<file path="src/rtl/logic_pkg.sv">
// Shared types and constants for the registered bitwise logic unit.
package logic_pkg;

  localparam int DEFAULT_WIDTH = 32;

  typedef logic [2:0] op_t;

  localparam op_t OP_AND   = 3'd0;
  localparam op_t OP_OR    = 3'd1;
  localparam op_t OP_NOTA  = 3'd2;
  localparam op_t OP_NAND  = 3'd3;
  localparam op_t OP_NOR   = 3'd4;
  localparam op_t OP_XOR   = 3'd5;
  localparam op_t OP_XNOR  = 3'd6;
  localparam op_t OP_PASSB = 3'd7;

endpackage

</file>
<file path="src/rtl/logic_core.sv">
// Combinational eight-function bitwise mux; no carry or sign handling.
module logic_core
  import logic_pkg::*;
#(
  parameter int WIDTH = DEFAULT_WIDTH
) (
  input  op_t              op,
  input  logic [WIDTH-1:0] a,
  input  logic [WIDTH-1:0] b,
  output logic [WIDTH-1:0] y
);

  always_comb begin
    y = b;
    case (op)
      OP_AND:   y = a & b;
      OP_OR:    y = a | b;
      OP_NOTA:  y = ~a;
      OP_NAND:  y = ~(a & b);
      OP_NOR:   y = ~(a | b);
      OP_XOR:   y = a ^ b;
      OP_XNOR:  y = ~(a ^ b);
      OP_PASSB: y = b;
      default:  y = b;
    endcase
  end

endmodule

</file>
<file path="src/rtl/logic_pipe.sv">
// Registered bitwise logic unit with valid/ready handshake, a chaining
// accumulator and a saturating count of accepted beats.
module logic_pipe
  import logic_pkg::*;
#(
  parameter int WIDTH = DEFAULT_WIDTH,
  parameter int CNT_W = 16
) (
  input  logic             clk,
  input  logic             resetn,
  input  logic             in_valid,
  output logic             in_ready,
  input  logic [2:0]       in_op,
  input  logic [WIDTH-1:0] in_a,
  input  logic [WIDTH-1:0] in_b,
  input  logic             in_src_acc,
  input  logic             in_acc_we,
  input  logic             acc_clr,
  output logic             out_valid,
  input  logic             out_ready,
  output logic [WIDTH-1:0] out_y,
  output logic             out_zero,
  output logic [WIDTH-1:0] acc,
  output logic [CNT_W-1:0] beat_cnt
);

  logic             accept;
  logic [WIDTH-1:0] b_eff;
  logic [WIDTH-1:0] y;

  // The only combinational path from out_ready.
  assign in_ready = !out_valid || out_ready;
  assign accept   = in_valid && in_ready;
  // Reads the accumulator before any clear or write lands this edge.
  assign b_eff    = in_src_acc ? acc : in_b;

  logic_core #(.WIDTH(WIDTH)) u_core (
    .op (in_op),
    .a  (in_a),
    .b  (b_eff),
    .y  (y)
  );

  always_ff @(posedge clk or negedge resetn) begin
    if (!resetn) begin
      out_valid <= 1'b0;
      out_y     <= '0;
      out_zero  <= 1'b1;
    end else if (accept) begin
      out_valid <= 1'b1;
      out_y     <= y;
      out_zero  <= (y == '0);
    end else if (out_ready) begin
      out_valid <= 1'b0;
    end
  end

  // A write from an accepted beat takes priority over a clear.
  always_ff @(posedge clk or negedge resetn) begin
    if (!resetn) begin
      acc <= '0;
    end else if (accept && in_acc_we) begin
      acc <= y;
    end else if (acc_clr) begin
      acc <= '0;
    end
  end

  always_ff @(posedge clk or negedge resetn) begin
    if (!resetn) begin
      beat_cnt <= '0;
    end else if (accept && (beat_cnt != {CNT_W{1'b1}})) begin
      beat_cnt <= beat_cnt + CNT_W'(1);
    end
  end

endmodule

</file>
<file path="config.mk">
export PLATFORM = sky130hd
export DESIGN_NAME = logic_pipe
export DESIGN_NICKNAME = d
export VERILOG_FILES = /design/src/rtl/logic_pkg.sv /design/src/rtl/logic_core.sv /design/src/rtl/logic_pipe.sv
export SDC_FILE = /design/constraint.sdc
export NUM_CORES = 1
export LEC_CHECK = 0
export CORE_MARGIN = 1
export CORE_UTILIZATION = 52
export CTS_CLUSTER_SIZE = 25
export DETAILED_ROUTE_END_ITERATION = 6
export HOLD_SLACK_MARGIN = 0.08
export PLACE_DENSITY = 0.82
export SLEW_MARGIN = 20
export SYNTH_ARGS = -nofsm -noshare
export SYNTH_HDL_FRONTEND = slang
export SYNTH_HIERARCHICAL = 1
export SYNTH_SLANG_ARGS = --single-unit
</file>
<file path="constraint.sdc">
create_clock -name clk -period 2.75 [get_ports clk]
set_input_delay 0.4125 -clock clk [delete_from_list [all_inputs] [get_ports clk]]
set_output_delay 0.4125 -clock clk [all_outputs]
set_load 0.05 [all_outputs]
</file>
## Yosys cells after proc, flatten, opt, wreduce, memory -nomap -nowiden

Index checks and enable logic that the tools add are counted.

- ROM bits: 0
- Register bits after elaboration: 82
- Output and inout bits: 83
- Memories: 0
- Latch bits: 0
- Memory bits (writable): 0
- Input bits: 74

- Equality and inequality tests: 8
- Reductions and logical operators: 9
- $mul: 0
- Div/mod/pow operators: 0
- Magnitude comparators: 0
- Add/subtract/negate cells: 1
- Multiplexer cells: 6
- Shift operators: 0
- Bitwise gates (word level): 7

Operators by type and width:

| kind | count |
|---|---|
| $pmux W32 S8 | 1 |
| $not A32 Y32 | 4 |
| $mux W32 | 3 |
| $and A32 B32 Y32 | 1 |
| $logic_not A32 Y1 | 1 |
| $or A32 B32 Y32 | 1 |
| $xor A32 B32 Y32 | 1 |
| $add A16 B1 Y16 const B | 1 |
| $ne A16 B16 Y1 const B | 1 |
| $eq A3 B3 Y1 const B | 4 |
| $eq A3 B2 Y1 const B | 2 |
| $reduce_bool A2 Y1 | 2 |
| $eq A3 B1 Y1 const B | 1 |
| $logic_and A1 B1 Y1 | 3 |
| $logic_not A3 Y1 | 1 |
| $mux W1 | 2 |
| $logic_not A1 Y1 | 1 |
| $logic_or A1 B1 Y1 | 1 |

## Longest topological paths before layout

Gate-level depths: netlist of the first run.

- Depth after elaboration: 5
- Mapped depth: 12
- Mapped depth without buffers: 10

## By module

Netlist of the first run, hierarchy kept.

Modules (own cells, without submodules):

| module | cells each | times used | area an instance (um^2) |
|---|---|---|---|
| logic_pipe | 336 | 1 | 3873.7 |
| logic_core | 512 | 1 | 3374.5 |

## Worst setup path after synthesis of the first run

No wires, ideal clock.

- Kind: input port to flip-flop
- From: input port in_src_acc
- To: register out_zero
- Path buffers: 2
- Data required time: 2.659 ns
- Stages: 12
- Arrival time: 2.979 ns
- Path slack: -0.320 ns
- Cell sequence: clkbuf_1 buf_1 mux2_2 inv_1 ha_1 o22ai_1 a222oi_1 o21ai_1 a221o_1 nor4_1 nand4_1 o31ai_1

- Longest elaborated chain between the ends: 5

RTL lines:

| item | RTL line | text |
|---|---|---|
| start, declared | logic_pipe.sv:16 | `input logic in_src_acc,` |
| $mux W32 (*) | logic_pipe.sv:35 | `assign b_eff = in_src_acc ? acc : in_b;` |
| net b_eff[5] | logic_pipe.sv:28 | `logic [WIDTH-1:0] b_eff;` |
| $xor A32 B32 Y32 (tied with other cells) | logic_core.sv:21, logic_core.sv:22 |  |
| $not A32 Y32, on equally long branches | logic_core.sv:22, logic_core.sv:19, logic_core.sv:20 |  |
| $pmux W32 S8 (*) | logic_core.sv:15 | `case (op)` |
| net y[5] | logic_pipe.sv:29 | `logic [WIDTH-1:0] y;` |
| $logic_not A32 Y1 (*) | logic_pipe.sv:52 | `out_zero <= (y == '0);` |
| end signal, assigned | logic_pipe.sv:52 |  |
| end, declared | logic_pipe.sv:22 | `output logic out_zero,` |

Mark *: on every way through the listed nets, which the timed path passes. The rest lies on a longest branch.
A chain may end at the register's enable or synchronous reset.

## Worst setup path in the final report of the first run

- From: input port in_op[2]
- To: register out_zero

- Longest elaborated chain between the ends: 3

RTL lines:

| item | RTL line | text |
|---|---|---|
| start, declared | logic_pipe.sv:13 | `input logic [2:0] in_op,` |
| $eq A3 B3 Y1 (tied with other cells) | logic_core.sv:15 |  |
| $pmux W32 S8 (*) | logic_core.sv:15 |  |
| net y[6] | logic_pipe.sv:29 |  |
| $logic_not A32 Y1 (*) | logic_pipe.sv:52 |  |

Marks and branches as above.

==> results of run 1 <==
==> power by group through the flow <==
stage / clock [uW] / combinational (uW) / sequential, uW
after CTS: 1210 / 2740 / 1590
after global placement: 0 / 2640 / 1600
after global routing: 1270 / 2980 / 1620
final: 1190 / 2830 / 1590
after floorplan: 0 / 916 / 2280
after detailed placement: 0 / 2690 / 1610
==> how the worst min path moves through the flow <==
stage / startpoint / endpoint / slack, ns / cells past startpoint
floorplan: resetn / acc[0] / 0.12 / 0
global placement: resetn / out_y[25] / 0.45 / 1
detailed placement: resetn / acc[24] / 0.45 / 1
CTS: resetn / acc[20] / 0.09 / 1
global route: resetn / acc[20] / 0.12 / 1
finish: resetn / acc[20] / 0.08 / 1
==> kinds of logic after synthesis <==
| group | synth area share |
|---|---|
| simple gates | 0.175 |
| compound gates | 0.210 |
| buf+inv | 0.0780 |
| mux | 0.130 |
| flops | 0.283 |
| fa+ha+maj | 0.112 |
| xor+xnor | 0.0121 |
==> stage by stage <==
| stage | total power [uW] | cells | setup slack (ns) | utilization | setup TNS [ns] |
|---|---|---|---|---|---|
| after floorplan | 3200 | 848 | 0.000554 | - | 0 |
| after global placement | 4240 | 1248 | -0.526 | 0.735 | -12.45 |
| after detailed placement | 4300 | 1248 | -0.636 | 0.735 | -15.34 |
| after CTS | 5540 | 1271 | 0.00678 | 0.766 | 0 |
| after global routing | 5860 | 1279 | -0.0911 | 0.781 | -0.0925 |
| final | 5610 | 1279 | -0.0309 | 0.781 | -0.0309 |
==> worst max-delay path, stage by stage <==
cell and delay (ns):
clkdlybuf4s50_1 0.47, and3_1 0.35, buf_4 0.22, a222oi_1 0.38
o21ai_1 0.12, a221o_1 0.39, nor4_1 0.29, nand4_1 0.15
o31ai_2 0.22
==> registers in the layout, indices dropped and copies added (netlist names) <==
name and flops:
out_y 32, out_valid 1, out_zero 1, acc 32
beat_cnt 16
==> cells in the mapped netlist, drive strengths merged <==
cell / instances
dfrtp: 81
inv: 69
mux2: 68
ha: 65
nor2: 61
o21ai: 59
nand2: 51
a21oi: 42
nand2b: 38
buf: 33
clkbuf: 33
nor3: 33
o211ai: 29
o22ai: 27
and3: 17
mux2i: 17
and2: 15
a22oi: 14
o311a: 14
nor4: 13
a221o: 12
a222oi: 11
xor2: 10
nand4: 7
a32oi: 6
o221ai: 5
a31oi: 3
nand3: 3
nor4b: 2
or2: 2
a211o: 1
a211oi: 1
a21o: 1
dfstp: 1
nor3b: 1
o31a: 1
o31ai: 1
or3: 1
==> cell type report <==
cell class | count | area, um^2
clock buffers | 11 | 243
repair buffers | 305 | 2840
flip-flops and latches | 82 | 2050
multi-input cells | 631 | 4790
fillers | 885 | 2940
well taps | 176 | 220
clock inverters | 5 | 53.8
inverters | 69 | 264
==> metal layers <==
| layer | track usage | routed length, um | vias up | share of wire |
|---|---|---|---|---|
| li1 | - | - | 3576 | - |
| met1 | 0.419 | 9410 | 3672 | 0.39 |
| met2 | 0.568 | 11700 | 483 | 0.48 |
| met3 | 0.0594 | 2200 | 98 | 0.090 |
| met4 | 0.127 | 1120 | 0 | 0.046 |
| met5 | 0 | 0 | - | 0 |
==> timing repair <==
| action | 4_1_cts | 5_1_grt |
|---|---|---|
| setup endpoints to repair | 13 | 8 |
| pin swaps | 13 | 23 |
| cloned | 0 | 0 |
| resized for setup | 14 | 30 |
| buffers inserted | 8 | 8 |
| hold endpoints to repair | 0 | 0 |
==> impl_metrics.toml, run 1 <==
[finish]
final_area_um2 = 10500
layout_common_cells = "clkdlybuf4s50_1, buf_4, dfrtp_1"
layout.nets = 1237
final_common_cell = "clkdlybuf4s50_1"
drive_gt1_frac = 0.246
diodes = 0
syn_to_final_growth_pct = 44.4

[die]
die-area_um2 = 14400
pin_count = 157
coreArea_um2 = 13400
rows = 42
initial_utilization = 0.541
dieHeight_um = 120
die_w_um = 120

[sta]
rsz0062_at_grt = "yes"
worst_pin_slew_ns = 0.677
slew_violations = 0
final-setup-viol-count = 1
hold_violations = 0
relSlewSlack = 0.545
setup_ws_ns = -0.0309
period_minus_slack_ns = 2.78
skew_ns = 0.00495
max_freq_ghz = 0.360
period_share = 1.01
holdWs_ns = 0.0775

[grt]
first_global_vias = 7410
overflow = 0
track_usage = 0.334
grt_max_degree = 65
grt_first_pass_wirelength_mm = 38.1
antenna_found_initial = 0

[critical_path]
required_ns = 3.00
cp-start-kind = "input pin"
setup.worst_path.end = "out_zero"
cp-startpoint = "in_op[2]"
reg2reg_from = "acc[21]"
rrSetupSlack_ns = 0.09
rr_worst_depth = 10
path_class = "in -> reg"
worstPathArrival_ns = 3.03
r2r-end = "out_zero"
path_max_fanout = 10
end_kind = "flip-flop"

[synth]
synth_nets = 987
synth.cell_area_um2 = 7250
ys_ff_latch = 82
synth_top_cell_by_area = "dfrtp_1"
synth_cell_type_count = 52
yosys-top-cells-area = "dfrtp_1, ha_1, mux2_2, inv_1, o21ai_0"
ys_warn_count = 6
synth-seq-area-share = 0.283
netlist.area_leader.share = 0.280
synth.avg_cell_area_um2 = 8.55
synth_cells = 848

[pwr]
p_comb_frac = 0.503
seqPwrFrac = 0.284
powerDensity_nw_per_um2 = 536
peakVddDrop_uv = 617
leakage_uw = 0.00472
power.share.switching = 0.406
pwr-share-clk = 0.212
power.internal_uw = 3330
power.switching_uw = 2280

[clock_network]
numCtsBuffers = 9
clock_latency_ns = 0.34
ctsLongestPathBuffers = 2
clk_pin_slew_ns = 0.06
cts_tree = "done"
clock_sinks = 82
cts_hold_buf = 0
cts.htree.levels = 3
cts-root-buf = "clkbuf_16"

[status]
outcome = "finished with violations"
violations = "DRC, setup timing"

[placement]
place_area_um2 = 9850
place.gp.congestion = 0.885
dp_hpwl_mm = 17.2
io_buffers = 156

[route]
avgViaCountPerCell = 6.12
detail_route.first_pass.iterations = 7
via_count = 7829
post-route-drc-count = 6
routedWlPerCell_um = 19.1
routed_wl_mm = 24.4
ant_nets = 0
first_iter_violations = 886

[job]
maxCapViolations = 0

[min_path]
hold_path_class = "in -> async"
Power figures use the tool's default switching activity.
==> run 2, diff against run 1 <==
- REMOVE_ABC_BUFFERS: unset -> 1
- TNS_END_PERCENT: unset -> 30
==> impl_metrics.toml, run 2 (same netlist as run 1, synthesis figures left out) <==
[placement]
io_buffers = 156
dp_hpwl_mm = 14.9
place_area_um2 = 9690
dpl_worst_slack_ns = -0.394
place.gp.congestion = 0.871

[pwr]
power.switching_uw = 2230
p_comb_frac = 0.497
peakVddDrop_uv = 612
pwr-share-clk = 0.213
power.internal_uw = 3170
power.share.switching = 0.413
seqPwrFrac = 0.290
powerDensity_nw_per_um2 = 534
leakage_uw = 0.00457

[sta]
worst_pin_slew_ns = 0.633
skew_ns = 0.00760
period_minus_slack_ns = 2.71
setup_ws_ns = 0.0432
hold_violations = 0
tns_ns = 0
rsz0062_at_grt = "yes"
holdWs_ns = 0.0745
final-setup-viol-count = 0
relSlewSlack = 0.578
period_share = 0.984
slew_violations = 0
max_freq_ghz = 0.369

[finish]
reg.largest.list = "acc: 32 flops, out_y: 32 flops, beat_cnt: 16 flops"
drive_gt1_frac = 0.219
final_common_cell = "clkdlybuf4s50_1"
syn_to_final_growth_pct = 39.7
final_area_um2 = 10100
layout_common_cells = "clkdlybuf4s50_1, buf_4, dfrtp_1"
layout.nets = 1208
diodes = 0
fin_util = 0.756
n_fill_cell = 941

[route]
avgViaCountPerCell = 5.95
first_iter_violations = 708
ant_nets = 0
via_count = 7435
routed_wl_mm = 21.7
post-route-drc-count = 0
routedWlPerCell_um = 17.4
detail_route.first_pass.iterations = 5

[critical_path]
cp_cell_sequence = "clkbuf_4, buf_6, mux2_4, inv_4, ha_4, o22ai_2, a222oi_1, o21ai_1, a221o_1, nor4_2, nand4_1, o31ai_1"
worstPathArrival_ns = 2.97
critPathBufInv = 3
end_kind = "flip-flop"
cp-start-kind = "input pin"
critPathTopFamily = "compound AO/OA/AOI/OAI gates"
required_ns = 3.01
cp-startpoint = "in_src_acc"
worst_path_max_delay_cell = "a222oi_1"
max_stage_delay_ns = 0.38
path_class = "in -> reg"
reg2reg_from = "acc[21]"
path_max_fanout = 4

[clock_network]
cts_hold_buf = 0
clk_pin_slew_ns = 0.06
cts.htree.levels = 3
cts_tree = "done"
cts-root-buf = "clkbuf_16"
clock_latency_ns = 0.35
numCtsBuffers = 9
ctsLongestPathBuffers = 2
clock_sinks = 82

[die]
dieHeight_um = 120
die_w_um = 120
coreArea_um2 = 13400
rows = 42
die-area_um2 = 14400
pin_count = 157
initial_utilization = 0.541

[grt]
overflow = 0
grt_max_degree = 72
grt_first_pass_wirelength_mm = 34.8
first_global_vias = 7027
track_usage = 0.303
antenna_found_initial = 0

[job]
maxCapViolations = 0

[min_path]
hold_path_class = "in -> async"

[status]
outcome = "finished, final reports clean"
-- run 2: cell types whose count changed in the layout (fill, tap and decap cells not counted), sizes merged --
cell and delta:
buf -28, clkdlybuf4s50 -5, clkbuf +1, clkinvlp +2, clkinv -1, dlymetal6s2s +3, bufinv -1
-- run 2: final cells by class --
class / count / area [um^2] / share of cell area
clock buffers: 11 / 243 / 0.0240
clock inverters: 5 / 30.0 / 0.00297
inverters: 69 / 269 / 0.0266
multi-input cells: 631 / 4740 / 0.468
flip-flops and latches: 82 / 2050 / 0.203
well taps: 176 / 220 / 0.0217
repair buffers: 276 / 2570 / 0.254
-- run 2: final timing paths --
path                            slack [ns]     endpoint  cells past startpoint
min in group clk                      0.49     out_zero                      2
worst min-delay path                  0.07  beat_cnt[3]                      1
worst max-delay path                  0.04     out_zero                     12
worst max register to register        0.06     out_zero                     10
worst min register to register        0.49     out_zero                      2
max in group asynchronous             1.98     out_zero                      2
-- run 2: worst reg2reg max path, cell delays in order, from the launching register on --
cell and delay (ns):
dfrtp_1 0.39, mux2_4 0.29, inv_4 0.07, ha_4 0.13, o22ai_2 0.07, a222oi_1 0.38
o21ai_1 0.12, a221o_1 0.37, nor4_2 0.31, nand4_1 0.23, o31ai_1 0.26
-- run 2: per-layer routing --
metal  GRT usage  vias to the layer above  part of all wire
met2       0.489                      315              0.47
met3      0.0518                       36             0.067
met5           0                        -                 0
met4       0.110                        0             0.021
li1            -                     3528                 -
met1       0.405                     3556              0.45
-- run 2: stage by stage --
stage | total power (uW) | std cells
2_1_floorplan | 3120 | 782
3_3_place_gp | 4150 | 1230
3_5_place_dp | 4210 | 1230
4_1_cts | 5380 | 1246
5_1_grt | 5670 | 1250
6_report | 5410 | 1250
-- run 2: power groups by stage --
stage | registers [uW] | clock network (uW) | logic [uW]
after floorplan | 2280 | 0 | 833
after detailed placement | 1590 | 0 | 2620
after global routing | 1600 | 1220 | 2860
after global placement | 1580 | 0 | 2570
after CTS | 1570 | 1170 | 2640
final | 1570 | 1150 | 2690
-- run 2: timing repair --
| action | CTS | global route |
|---|---|---|
| buffers inserted | 0 | 4 |
| resized for setup | 1 | 33 |
| setup endpoints to repair | 1 | 1 |
| pin swaps | 5 | 19 |
==> run 3, diff against run 2 <==
--- a/constraint.sdc
+++ b/constraint.sdc
@@ -3,2 +3,2 @@
 set_output_delay 0.4125 -clock clk [all_outputs]
-set_load 0.05 [all_outputs]
+set_load 0.1 [all_outputs]
==> impl_metrics.toml, run 3 (same netlist as run 1, synthesis figures left out) <==
[placement]
placed_cells_incl_taps = 1232
io_buffers = 156
place.gp.congestion = 0.852
dpl_worst_slack_ns = -0.458
dp_hpwl_mm = 15.1

[finish]
final_common_cell = "buf_4"
n_fill_cell = 989
layout_common_cells = "buf_4, dfrtp_1, clkdlybuf4s50_1"
multiInputGateArea_um2 = 4750
drive_gt1_frac = 0.304
syn_to_final_growth_pct = 37.7
diodes = 0
fin_util = 0.745
reg.largest.list = "acc: 32 flops, out_y: 32 flops, beat_cnt: 16 flops"
seq_area_um2 = 2050
final_cells = 1258
layout.nets = 1216

[grt]
track_usage = 0.300
grt_first_pass_wirelength_mm = 34.6
first_global_vias = 7058
grt_max_degree = 72
antenna_found_initial = 0
overflow = 0

[pwr]
peakVddDrop_uv = 951
powerDensity_nw_per_um2 = 618
leakage_uw = 0.00469
power_uw = 6170

[clock_network]
ctsLongestPathBuffers = 2
clock_latency_ns = 0.36
cts_tree = "done"
cts-root-buf = "clkbuf_16"
numCtsBuffers = 9
clk_pin_slew_ns = 0.07
clock_sinks = 82
cts.htree.levels = 3

[sta]
period_share = 0.995
max_freq_ghz = 0.365
worst_pin_slew_ns = 0.591
final-setup-viol-count = 0
relSlewSlack = 0.603
rsz0062_at_grt = "yes"
slew_violations = 0
hold_violations = 0
setup_ws_ns = 0.0140
skew_ns = 0.00502
period_minus_slack_ns = 2.74

[job]
maxCapViolations = 0

[route]
dr_wl_met2_mm = 10.2
post-route-drc-count = 0
wl_met3_mm = 1.60
first_iter_violations = 668
routed_wl_mm = 21.7
via_count = 7422
detail_route.first_pass.iterations = 6
avgViaCountPerCell = 5.90
highest_layer = "met4"
ant_nets = 0
wl_met1_mm = 9.38
routedWlPerCell_um = 17.2

[min_path]
hp-start = "out_zero"
hold_path_class = "reg -> reg"

[critical_path]
reg2reg_from = "acc[13]"
end_kind = "flip-flop"
cp-start-kind = "flip-flop"
required_ns = 3.02
path_class = "reg -> reg"
cp-startpoint = "acc[13]"
worstPathArrival_ns = 3.01
path_max_fanout = 3

[status]
outcome = "finished, final reports clean"

[die]
die-area_um2 = 14400
dieHeight_um = 120
initial_utilization = 0.541
rows = 42
die_w_um = 120
coreArea_um2 = 13400
pin_count = 157
## run 3: changes by cell type in the layout (fill, tap and decap cells not counted), moves of 2 or more
cell	previous run	this run
nor4_2	3	5
clkinv_2	3	1
buf_4	113	202
inv_6	0	2
nor4_1	9	7
dlymetal6s2s_1	4	2
clkdlybuf4s50_1	146	65
## run 3: area by class of cell
| type | count | area share |
|---|---|---|
| multi-input combinational | 631 | 0.476 |
| sequential | 82 | 0.206 |
| tap | 176 | 0.0221 |
| clock buffer | 9 | 0.0226 |
| inverter | 69 | 0.0270 |
| clock inverter | 7 | 0.00539 |
| timing repair buffer | 284 | 0.242 |
## run 3: path summary, 6_finish.rpt
check                                    to  slack (ns)  cells past startpoint
worst max register to register     out_zero        0.01                     12
worst min register to register     out_zero        0.48                      2
max in group asynchronous          out_zero        1.45                      3
worst max-delay path               out_zero        0.01                     12
min in group asynchronous       beat_cnt[7]        0.62                      2
worst min-delay path               out_zero        0.48                      2
## run 3: power breakdown
group,total [uW],leakage (uW),internal [uW],switching (uW)
sequential,1580,0.00102,1410,167
clock,1180,0.000128,618,558
combinational,3420,0.00355,1070,2350
total,6170,0.00469,3100,3080
## run 3: stage by stage
step | TNS (ns) | hold slack [ns] | area [um^2]
6_report | 0 | 0.481 | 9980
5_1_grt | -0.0703 | 0.523 | 9980
4_1_cts | 0 | 0.481 | 9810
3_5_place_dp | -0.637 | 0.443 | 9490
3_3_place_gp | -0.424 | 0.441 | 9490
2_1_floorplan | -38.98 | 0.117 | 6940
## run 3: repair_timing
item                       CTS  global route
hold buffers                 1             0
pin swaps                    6            24
setup endpoints to repair    1             1
buffers inserted             1             8
cloned                       0             0
hold endpoints to repair    38             0
gates resized for setup      8            28
## run 3: layer usage
layer  up-vias  track usage
met5         -            0
met4         0       0.0992
met3        46       0.0418
met2       352        0.487
met1      3487        0.410
li1       3537            -
## run 3: worst max-delay path, cell delays in order, from the launching register on
cell      delay, ns
dfrtp_1        0.40
mux2_4         0.29
inv_4          0.07
ha_4           0.13
o22ai_2        0.05
a222oi_1       0.40
buf_4          0.18
nor2_1         0.04
a221o_1        0.30
nor4_2         0.31
buf_4          0.16
nand4_1        0.08
o31ai_1        0.23
